### src/rtl/dual_issue_ctrl_pkg.sv
// Pipeline types shared by the dual-issue controller: instruction format,
// issue classes and the decode-to-class mapping.
package dual_issue_ctrl_pkg;

  localparam int unsigned ISSUE_NUM_W = 2;
  localparam int unsigned REG_W       = 5;

  typedef enum logic [3:0] {
    OP_ALU,
    OP_BRANCH,
    OP_LOAD,
    OP_STORE,
    OP_MUL,
    OP_DIV,
    OP_CSR,
    OP_PRIV,
    OP_TLB,
    OP_BARRIER,
    OP_ERTN,
    OP_SYSCALL,
    OP_BREAK
  } op_t;

  typedef struct packed {
    op_t op;
  } decode_info_t;

  typedef struct packed {
    logic [31:0]             pc;
    decode_info_t            info;
    logic [1:0][REG_W-1:0]   r_reg;
    logic [REG_W-1:0]        w_reg;
  } inst_t;

  typedef struct packed {
    logic mem;
    logic long_lat;
    logic single;
    logic branch;
  } issue_class_t;

  function automatic issue_class_t get_issue_class(decode_info_t d);
    issue_class_t c;
    c = '0;
    case (d.op)
      OP_LOAD:   begin c.mem = 1'b1; c.long_lat = 1'b1; end
      OP_STORE:  c.mem = 1'b1;
      OP_MUL,
      OP_DIV:    c.long_lat = 1'b1;
      OP_BRANCH: c.branch = 1'b1;
      OP_CSR, OP_PRIV, OP_TLB, OP_BARRIER,
      OP_ERTN, OP_SYSCALL, OP_BREAK: c.single = 1'b1;
      default:   c = '0;
    endcase
    return c;
  endfunction

endpackage

### src/rtl/dual_issue_ctrl_scoreboard.sv
// Register scoreboard for in-flight long-latency writes; busy output already
// has this cycle's writeback clears applied.
module issue_scoreboard
  import dual_issue_ctrl_pkg::*;
#(
  parameter int unsigned NUM_WB  = 2,
  parameter int unsigned NUM_REG = 32
) (
  input  logic                          clk,
  input  logic                          rst,
  input  logic                          flush,
  input  logic [1:0]                    set_valid,
  input  logic [1:0][REG_W-1:0]         set_reg,
  input  logic [NUM_WB-1:0]             clr_valid,
  input  logic [NUM_WB-1:0][REG_W-1:0]  clr_reg,
  output logic [NUM_REG-1:0]            busy
);

  logic [NUM_REG-1:0] sb;
  logic [NUM_REG-1:0] clr_mask;
  logic [NUM_REG-1:0] set_mask;

  always_comb begin
    clr_mask = '0;
    set_mask = '0;
    for (int unsigned k = 0; k < NUM_WB; k++)
      if (clr_valid[k]) clr_mask[clr_reg[k]] = 1'b1;
    for (int unsigned k = 0; k < 2; k++)
      if (set_valid[k]) set_mask[set_reg[k]] = 1'b1;
    busy = sb & ~clr_mask;
  end

  // Set is OR-ed after the clear so a same-cycle set wins; r0 is never tracked.
  always_ff @(posedge clk) begin
    if (rst || flush) sb <= '0;
    else              sb <= (busy | set_mask) & ~NUM_REG'(1);
  end

endmodule

### src/rtl/dual_issue_ctrl.sv
// Dual-issue controller: picks 0/1/2 FIFO head entries per cycle and registers
// them into two in-order slots. Optional perf counters via ISSUE_PERF_CNT_EN.
module dual_issue_ctrl
  import dual_issue_ctrl_pkg::*;
#(
  parameter int unsigned NUM_WB  = 2,
  parameter int unsigned NUM_REG = 32
) (
  input  logic                          clk,
  input  logic                          rst,
  input  logic                          flush_i,
  input  inst_t [1:0]                   inst_i,
  input  logic [1:0]                    inst_valid_i,
  output logic [ISSUE_NUM_W-1:0]        issue_num_o,
  output logic                          backend_stall_o,
  output inst_t [1:0]                   slot_inst_o,
  output logic [1:0]                    slot_valid_o,
  input  logic                          slot_ready_i,
  input  logic [NUM_WB-1:0]             wb_valid_i,
  input  logic [NUM_WB-1:0][REG_W-1:0]  wb_reg_i
`ifdef ISSUE_PERF_CNT_EN
  ,
  output logic [31:0]                   perf_dual_o,
  output logic [31:0]                   perf_single_o,
  output logic [31:0]                   perf_zero_o
`endif
);

  issue_class_t         cls0, cls1;
  logic [NUM_REG-1:0]   busy;
  logic                 hold;
  logic                 sb_ok0, sb_ok1;
  logic                 pair_dep, pair_ok;
  logic                 issue0, issue1;
  logic [1:0]           set_valid;
  logic [1:0][REG_W-1:0] set_reg;
  inst_t [1:0]          slot_next;

  function automatic logic regs_free(inst_t i, logic [NUM_REG-1:0] b);
    logic ok;
    ok = 1'b1;
    for (int unsigned k = 0; k < 2; k++)
      if (i.r_reg[k] != '0 && b[i.r_reg[k]]) ok = 1'b0;
    if (i.w_reg != '0 && b[i.w_reg]) ok = 1'b0;
    return ok;
  endfunction

  issue_scoreboard #(
    .NUM_WB  (NUM_WB),
    .NUM_REG (NUM_REG)
  ) u_scoreboard (
    .clk       (clk),
    .rst       (rst),
    .flush     (flush_i),
    .set_valid (set_valid),
    .set_reg   (set_reg),
    .clr_valid (wb_valid_i),
    .clr_reg   (wb_reg_i),
    .busy      (busy)
  );

  always_comb begin
    cls0   = get_issue_class(inst_i[0].info);
    cls1   = get_issue_class(inst_i[1].info);
    hold   = (|slot_valid_o) && !slot_ready_i;
    sb_ok0 = regs_free(inst_i[0], busy);
    sb_ok1 = regs_free(inst_i[1], busy);

    // Any nonzero register of inst1 matching inst0's destination is a hazard.
    pair_dep = (inst_i[1].r_reg[0] != '0 && inst_i[1].r_reg[0] == inst_i[0].w_reg) ||
               (inst_i[1].r_reg[1] != '0 && inst_i[1].r_reg[1] == inst_i[0].w_reg) ||
               (inst_i[1].w_reg    != '0 && inst_i[1].w_reg    == inst_i[0].w_reg);

    pair_ok = inst_valid_i[1] && !cls0.single && !cls1.single &&
              !(cls0.mem && cls1.mem) && !cls0.branch && !pair_dep && sb_ok1;

    issue0 = inst_valid_i[0] && !rst && !hold && !flush_i && sb_ok0;
    issue1 = issue0 && pair_ok;

    issue_num_o     = ISSUE_NUM_W'(issue0) + ISSUE_NUM_W'(issue1);
    backend_stall_o = hold || flush_i || (issue_num_o == '0);

    set_valid[0] = issue0 && cls0.long_lat && (inst_i[0].w_reg != '0);
    set_valid[1] = issue1 && cls1.long_lat && (inst_i[1].w_reg != '0);
    set_reg[0]   = inst_i[0].w_reg;
    set_reg[1]   = inst_i[1].w_reg;

    slot_next = '0;
    if (issue0) slot_next[0] = inst_i[0];
    if (issue1) slot_next[1] = inst_i[1];
  end

  always_ff @(posedge clk) begin
    if (rst || flush_i) begin
      slot_valid_o <= '0;
      slot_inst_o  <= '0;
    end else if (!hold) begin
      slot_valid_o <= {issue1, issue0};
      slot_inst_o  <= slot_next;
    end
  end

`ifdef ISSUE_PERF_CNT_EN
  always_ff @(posedge clk) begin
    if (rst) begin
      perf_dual_o   <= '0;
      perf_single_o <= '0;
      perf_zero_o   <= '0;
    end else begin
      case (issue_num_o)
        2'd2:    perf_dual_o   <= perf_dual_o + 32'd1;
        2'd1:    perf_single_o <= perf_single_o + 32'd1;
        default: perf_zero_o   <= perf_zero_o + 32'd1;
      endcase
    end
  end
`endif

endmodule
### config.mk
export PLATFORM = sky130hd
export DESIGN_NAME = dual_issue_ctrl
export DESIGN_NICKNAME = d
export VERILOG_FILES = /design/src/rtl/dual_issue_ctrl_pkg.sv /design/src/rtl/dual_issue_ctrl_scoreboard.sv /design/src/rtl/dual_issue_ctrl.sv
export SDC_FILE = /design/constraint.sdc
export NUM_CORES = 1
export LEC_CHECK = 0
export CAP_MARGIN = 20
export CORE_MARGIN = 4
export CORE_UTILIZATION = 45
export CTS_BUF_LIST = sky130_fd_sc_hd__clkbuf_8
export DETAILED_ROUTE_END_ITERATION = 6
export PLACE_DENSITY = 0.87
export SYNTH_ARGS = -nofsm -noshare
export SYNTH_HDL_FRONTEND = slang
export SYNTH_SLANG_ARGS = --single-unit
### constraint.sdc
create_clock -name clk -period 6.1 [get_ports clk]
set_input_delay 1.83 -clock clk [delete_from_list [all_inputs] [get_ports clk]]
set_output_delay 1.83 -clock clk [all_outputs]
set_load 0.05 [all_outputs]
==> results of run 1 <==
how the worst max path moves through the flow:
| stage | endpoint | slack, ns | cells after the start |
|---|---|---|---|
| after global placement | issue_num_o[0] | -0.67 | 14 |
| final | issue_num_o[0] | -0.37 | 15 |
| after global routing | issue_num_o[0] | -0.44 | 14 |
| after detailed placement | issue_num_o[0] | -0.73 | 14 |
| after CTS | issue_num_o[1] | -0.34 | 14 |
| after floorplan | issue_num_o[0] | -0.16 | 10 |
critical path: stages:
cell	delay [ns]
buf_8	0.10
buf_6	0.11
or4bb_4	0.58
buf_12	0.16
o221ai_4	0.33
buf_6	0.17
mux2_2	0.15
nand3_1	0.07
nand4_1	0.19
nor4b_4	0.08
nor4_4	0.23
buf_6	0.18
clkinvlp_4	0.12
nor2_4	0.18
buf_12	0.15
timing repair:
action                                  CTS  global route
hold endpoints to repair                  0             0
setup buffers                            14            18
gates resized for setup                  77            43
endpoints found under the setup margin    3             3
pin swaps                                17            20
layout by cell type, fill, tap and decap left out, types with 12 or more instances in the layout:
cell type        synthesis  routed
a22o_1                  48      48
buf_4                    0     222
a22oi_1                 62      62
nand2b_1                17      15
o31ai_1                 24      24
clkdlybuf4s50_1          0     208
mux2i_1                 18      17
nand2_1                 47      44
a21oi_1                 27      25
a31oi_1                 13      12
and3_1                  14      13
dfxtp_1                135     135
nand3_1                 21      20
xnor2_1                 12      12
o221ai_2                 0      12
nor2_1                 123     119
buf_6                    0      14
o221a_2                 13      12
clkbuf_8                 0      17
routing by layer:
| metal | up-vias | global-route usage (%) | part of all wire, % |
|---|---|---|---|
| li1 | 4317 | - | - |
| met4 | 4 | 17.5 | 6.4 |
| met5 | - | 0 | 0.084 |
| met2 | 774 | 58.2 | 44 |
| met1 | 4672 | 46.4 | 36 |
| met3 | 218 | 13.6 | 13 |
kinds of logic (layout without fill, tap and decap cells):
| family | count (synthesis) | count (layout) | share of synthesized area, % |
|---|---|---|---|
| AO/OA/AOI/OAI | 300 | 300 | 30.4 |
| flip-flops | 135 | 135 | 35.0 |
| XOR/XNOR | 14 | 14 | 1.59 |
| multiplexers | 40 | 40 | 7.15 |
| buffers and inverters | 94 | 516 | 4.83 |
| AND/OR/NAND/NOR | 316 | 316 | 21.0 |
state kept, by name, indices dropped and copies added (netlist names):
signal           cells
slot_inst_o        102
slot_valid_o         2
u_scoreboard.sb     31
stage by stage:
| step | hold slack [ns] | instances | cell area, sq um |
|---|---|---|---|
| floorplan | 0.606 | 899 | 7890 |
| global placement | 0.435 | 1476 | 11800 |
| detailed placement | 0.446 | 1477 | 11800 |
| CTS | 0.474 | 1523 | 12600 |
| global route | 0.494 | 1541 | 12900 |
| finish | 0.478 | 1541 | 12900 |
power by group through the flow:
stage	sequential, mW	clock [mW]	combinational, mW
CTS	0.888	0.794	0.411
global placement	0.908	0	0.388
floorplan	0.925	0	0.159
global route	0.889	0.834	0.457
finish	0.888	0.796	0.437
detailed placement	0.909	0	0.395
layout make-up:
type / count / area share [%]
clock buffers: 17 / 1.82
clock inverters: 15 / 1.36
inverters: 11 / 0.350
multi-input cells: 670 / 39.9
flip-flops and latches: 135 / 21.0
well taps: 220 / 2.14
repair buffers: 473 / 33.4
==> results by group, run 1 <==
Status
  • Outcome: finished with violations
  • Failing checks: design-rule violations, negative setup slack

Placed design
  • IO buf count: 226
  • DP HPWL: roughly 28000 um
  • GPL Wtd Cong: between 1 and 1.5
  • Pre-CTS WS: -0.734 ns

Routing
  • Initial drt markers: approximately 1500
  • Drt wl/cell: roughly 25 um
  • DRT Pass-1 Iters: 7
  • Vias: 9985
  • Post-Route WL: 39100 um
  • DRT antenna net count: 0
  • Drt via density: 6.48
  • DRC: 2

Finish
  • Register area: 0.00270 sq mm
  • Area of the multi-input gates: 0.00514 sq mm
  • Share of layout cells above drive strength 1: 29.9%
  • Fin util: 77.1%
  • Area growth syn-to-layout: 66.8%
  • # diodes: 0
  • Final net count: 1428
  • Fillers: ~1100

Clocking
  • Clock root cell: clkbuf_8
  • Clk buf depth: 2
  • Clk_lat worst skew: 0.46 ns
  • CTS tree: done
  • # clock sinks: 135
  • Hold Buf Count CTS: 0
  • Clock Pin Slew Worst Setup and Hold Paths: 0.08 ns
  • CTS Buf Count: 17
  • H-tree levels: 4

Critical path
  • Setup crit end kind: primary output
  • Worst Setup Start Kind: primary input
  • Critical path peak fanout: 4
  • R2r endpoint: u_scoreboard.sb[15]$_SDFF_PP0_
  • Worst reg2reg path depth: 12
  • R2r setup slk: approximately 2.4 ns
  • Crit path from: wb_reg_i[4]
  • Crit Reg-Reg Startpoint: slot_valid_o[1]$_SDFFE_PP0N_
  • Worst path arrival time: 4.64 ns
  • Worst EP required: 4.27 ns
  • WS Path Type: primary input to primary output

Floorplanning
  • Die span in x: 139 um
  • Die height: 139 um
  • Rows: between 40 and 50
  • Die area: between 0.015 and 0.02 sq mm
  • Core Region: ~0.017 sq mm
  • Initial core utilization: 46.2%
  • IO Count: around 230

Min path
  • Worst hold path class: register to register
  • Hold Path Sink: slot_inst_o[91]$_SDFFE_PP0N_
  • Hold Path Depth: 1
  • Critical hold path startpoint: slot_inst_o[91]$_SDFFE_PP0N_

Synthesis
  • Yosys Warn Count: 0
  • Cell area after synthesis: slightly below 0.008 sq mm
  • Dominant cell type by area after synthesis: dfxtp_1
  • Syn_nets: 1019
  • EDFF count, synth: 0
  • Flops & latches, synth: 135
  • Post-synth top cells: dfxtp_1 (135), nor2_1 (123), clkbuf_1 (64)
  • Synthesized area per cell: roughly 8.6 sq um
  • Yosys cell types: 73
  • Cell count after synthesis: 899
  • Ys flop type: dfxtp_1
  • Synth async-reset ratio: 0%
  • Sequential share of the synthesized area: 35.0%
  • Most area-consuming cells after synthesis: dfxtp_1 (35%), a22oi_1 (6.0%), nor2_1 (6.0%)
  • Most common cell in the netlist: dfxtp_1
  • Top cell type's share of synthesized area: roughly a third

Timing
  • PnR worst setup slack: -0.375 ns
  • RSZ-0062 raised after global routing: true
  • Worst Skew: between 0.01 and 0.015 ns
  • Tcrit/Tclk final: 106%
  • Max Freq: 154 MHz
  • Max-slew violation count: 0
  • Final hold vios: 0
  • Setup TNS: -1.06 ns
  • Final setup viols: 3
  • Worst Tran Pin Value: 0.827 ns
  • Max transition margin: between 40% and 50%
  • Final min period: 6.47 ns

Global routing
  • Overall Global Routing Usage: 37.4%
  • Pin count of the biggest net entering global routing: 76
  • Vias in the first global route: 9777
  • First-pass GRT wire length: between 50000 and 60000 um
  • Grt total ovfl: 0
  • Initial antenna violation count: 2

Power
  • Leakage: 4.74 nW
  • Int Power: 1.50 mW
  • Max rail drop VDD: 0.146 mV
  • Sw frac: 29.4%
  • Reg power frac: 41.9%
  • Logic pwr share: roughly a fifth
  • Clock Power Share: 37.5%
  • Pwr Total: 2.12 mW
  • Switching pwr: 0.625 mW
  • Cell Pwr Density: between 150 and 200 mW/mm^2

Job
  • Max-Cap Viols: 0
Power figures use the tool's default switching activity.
==> run 2, diff against run 1 <==
- CORE_UTILIZATION: 45 -> 44
- PLACE_DENSITY: 0.87 -> 0.86
- SLEW_MARGIN: unset -> 10
- SYNTH_HIERARCHICAL: unset -> 1
==> run 2 against run 1 <==
  * Critical path type unchanged
  * Via count down 24%
  * Clock-buffer cell count up 2
  * Non-clock buffer count down 123
  * Sequential share of layout area up 2.8 points
  * Critical path depth down 4
  * Synthesized cell count down 27%
  * Utilization down 6.3 points
  * Register-to-register slack worse by 0.51 ns
  * Sequential cell count unchanged
  * Die area down 2.9%
  * The flow finishes with violations (negative setup slack)
  * Critical endpoint is now issue_num_o[1]
==> results by group, run 2 <==
Critical path
  • WS Path Type: primary input to primary output
  • Worst path arrival time: 4.64 ns
  • Critical Path Max Stage Delay: 0.47 ns
  • Cells along the critical path: buf_2 -> buf_6 -> nand4b_1 -> o221a_4 -> buf_4 -> mux4_2 -> mux2_2 -> a21oi_1 -> nor3_1 -> nor4_4 -> buf_12
  • Worst Setup Start Kind: primary input
  • Setup crit end kind: primary output
  • Worst EP required: 4.27 ns
  • Slowest CP cell: mux4_2
  • Critical path peak fanout: 7

Timing
  • Max transition margin: 44.8%
  • Final setup viols: 3
  • Final hold vios: 0
  • Final min period: 6.47 ns
  • Tcrit/Tclk final: 106%
  • Max-slew violation count: 0
  • PnR worst setup slack: -0.370 ns
  • RSZ-0062 raised after global routing: true
  • Worst Skew: 0.0158 ns
  • Worst Tran Pin Value: 0.828 ns
  • Max Freq: 155 MHz

Synthesis
  • Top cell type's share of synthesized area: 37.0%
  • Yosys cell types: 63
  • Syn_nets: between 700 and 800
  • Post-synth top cells: dfxtp_1 (135), a22o_1 (130), clkbuf_1 (34), mux2i_1 (34), mux4_2 (34)
  • Cell count after synthesis: between 600 and 700
  • Flops & latches, synth: 135
  • Yosys Warn Count: 6
  • EDFF count, synth: 0
  • Sequential share of the synthesized area: 37.0%
  • Synth async-reset ratio: 0%
  • Cell area after synthesis: 0.00731 sq mm
  • Synthesized area per cell: 11.1 sq um
  • Dominant cell type by area after synthesis: dfxtp_1
  • Most common cell in the netlist: dfxtp_1
  • Most area-consuming cells after synthesis: dfxtp_1 (37%), a22o_1 (16%), mux4_2 (10%)
  • Ys flop type: dfxtp_1

Clocking
  • # clock sinks: 135
  • Clock root cell: clkbuf_8
  • Clk_lat worst skew: about 0.45 ns
  • H-tree levels: 4
  • Clock Pin Slew Worst Setup and Hold Paths: 0.06 ns
  • CTS Buf Count: 17
  • CTS tree: done
  • Hold Buf Count CTS: 0
  • Clk buf depth: 2

Routing
  • DRC: 0
  • Met2 routed WL: 13500 um
  • Drt wl/cell: 24.7 um
  • DRT Pass-1 Iters: 6
  • Post-Route WL: 29400 um
  • Drt via density: 6.40
  • Initial drt markers: 875
  • Vias: 7624
  • DRT antenna net count: 0
  • Top Layer Used: met4
  • WL met3: 3560 um
  • Routed length on met1: 10800 um

Finish
  • Fillers: between 1000 and 1500
  • Area growth syn-to-layout: 55.4%
  • Non-filler cells, final: 1192
  • Final Cell Area: about 0.011 sq mm
  • Max reg flops: 102
  • Fin util: 70.8%
  • Biggest regs: slot_inst_o (102), u_scoreboard/sb (31), slot_valid_o (2)
  • Largest Register: slot_inst_o
  • Area of the multi-input gates: 0.00463 sq mm
  • Share of layout cells above drive strength 1: between 20 and 30%
  • Register area: 0.00270 sq mm
  • Final net count: 1084
  • # diodes: 0
  • Most frequent cells in the layout: clkdlybuf4s50_1 (211), dfxtp_1 (135), a22o_1 (130)
  • Commonest non-fill, non-tap cell in the layout: clkdlybuf4s50_1

Global routing
  • Pin count of the biggest net entering global routing: 79
  • Initial antenna violation count: 0
  • Vias in the first global route: 7285
  • First-pass GRT wire length: 41700 um
  • Overall Global Routing Usage: 28.9%
  • Grt total ovfl: 0

Floorplanning
  • Die area: 0.0187 sq mm
  • Initial core utilization: 45.5%
  • Core Region: between 0.015 and 0.02 sq mm
  • Die span in x: between 100 and 150 um
  • IO Count: approximately 230
  • Rows: 46
  • Die height: 137 um

Power
  • Max rail drop VDD: roughly 0.13 mV
  • Pwr Total: 1.94 mW
  • Leakage: 4.73 nW
  • Cell Pwr Density: ~170 mW/mm^2

Placed design
  • DP HPWL: 20200 um
  • Placed instance count: 1142
  • Area post-placement: 0.0105 sq mm
  • GPL Wtd Cong: 1.03
  • IO buf count: 226

Status
  • Outcome: finished with violations
  • Failing checks: negative setup slack

Job
  • Max-Cap Viols: 0

Min path
  • Worst hold path class: register to register
-- run 2: cell count changes in the layout (fill, tap and decap cells not counted), sizes merged, moves of 18 or more --
cell and change:
o221a +18, nand2 -34, o221ai -32, nor2 -110, a22oi -61, a22o +82
o31ai -24, buf -123, o21ba +31, mux4 +23
-- run 2: layout make-up --
type	count	share of cell area, %
Clock buffer	19	2.30
Tap cell	216	2.38
Sequential cell	135	23.8
Timing Repair Buffer	350	29.5
Inverter	8	0.374
Multi-Input combinational cell	452	40.8
Clock inverter	12	0.903
-- run 2: where the power goes --
group | internal (mW) | switching, mW | total, mW
logic | 0.171 | 0.179 | 0.350
clock network | 0.340 | 0.349 | 0.689
registers | 0.891 | 0.00532 | 0.896
-- run 2: through the flow --
step | hold slack [ns] | worst slack [ns] | TNS [ns]
6_report | 0.454 | -0.370 | -0.835
3_5_place_dp | 0.445 | -0.697 | -14.18
2_1_floorplan | 0.623 | -0.290 | -0.290
4_1_cts | 0.461 | -0.256 | -0.491
5_1_grt | 0.487 | -0.427 | -1.23
3_3_place_gp | 0.435 | -0.636 | -12.83
-- run 2: critical path, delay by kind of cell --
kind                   cells  cell delay [ns]
multiplexers               2             0.75
AND/OR/NAND/NOR            3             0.85
AO/OA/AOI/OAI              2             0.60
buffers and inverters      4             0.59
-- run 2: cells by family (layout without fill, tap and decap cells) --
kind of cell | Yosys count | in the layout | synth area share (%)
DFF | 135 | 135 | 37.0
buffers and inverters | 73 | 389 | 4.76
AOI/OAI and AO/OA | 235 | 235 | 28.7
muxes | 74 | 74 | 16.1
xor gates and xnor gates | 13 | 13 | 1.56
and+or+nand+nor | 129 | 129 | 11.9
other | 1 | 1 | 0.0513
-- run 2: final timing paths --
path                                  startpoint                            end  slack (ns)  cells past startpoint
setup / recovery                     wb_reg_i[9]                 issue_num_o[1]       -0.37                     11
hold reg to reg     slot_inst_o[10]$_SDFFE_PP0N_   slot_inst_o[10]$_SDFFE_PP0N_        0.45                      2
setup reg to reg  u_scoreboard/sb[31]$_SDFF_PP0_  u_scoreboard/sb[8]$_SDFF_PP0_        1.93                     17
hold / removal      slot_inst_o[10]$_SDFFE_PP0N_   slot_inst_o[10]$_SDFFE_PP0N_        0.45                      2
-- run 2: timing repair --
item | CTS | global route
setup endpoints to repair | 11 | 10
buffers inserted | 3 | 16
pin swaps | 25 | 18
cloned | 0 | 0
gates resized for setup | 93 | 27
-- run 2: layer usage --
layer	up-vias	GRT usage, %
li1	3295	-
met1	3569	35.5
met2	614	45.9
met3	146	8.53
met4	0	15.5
met5	-	0
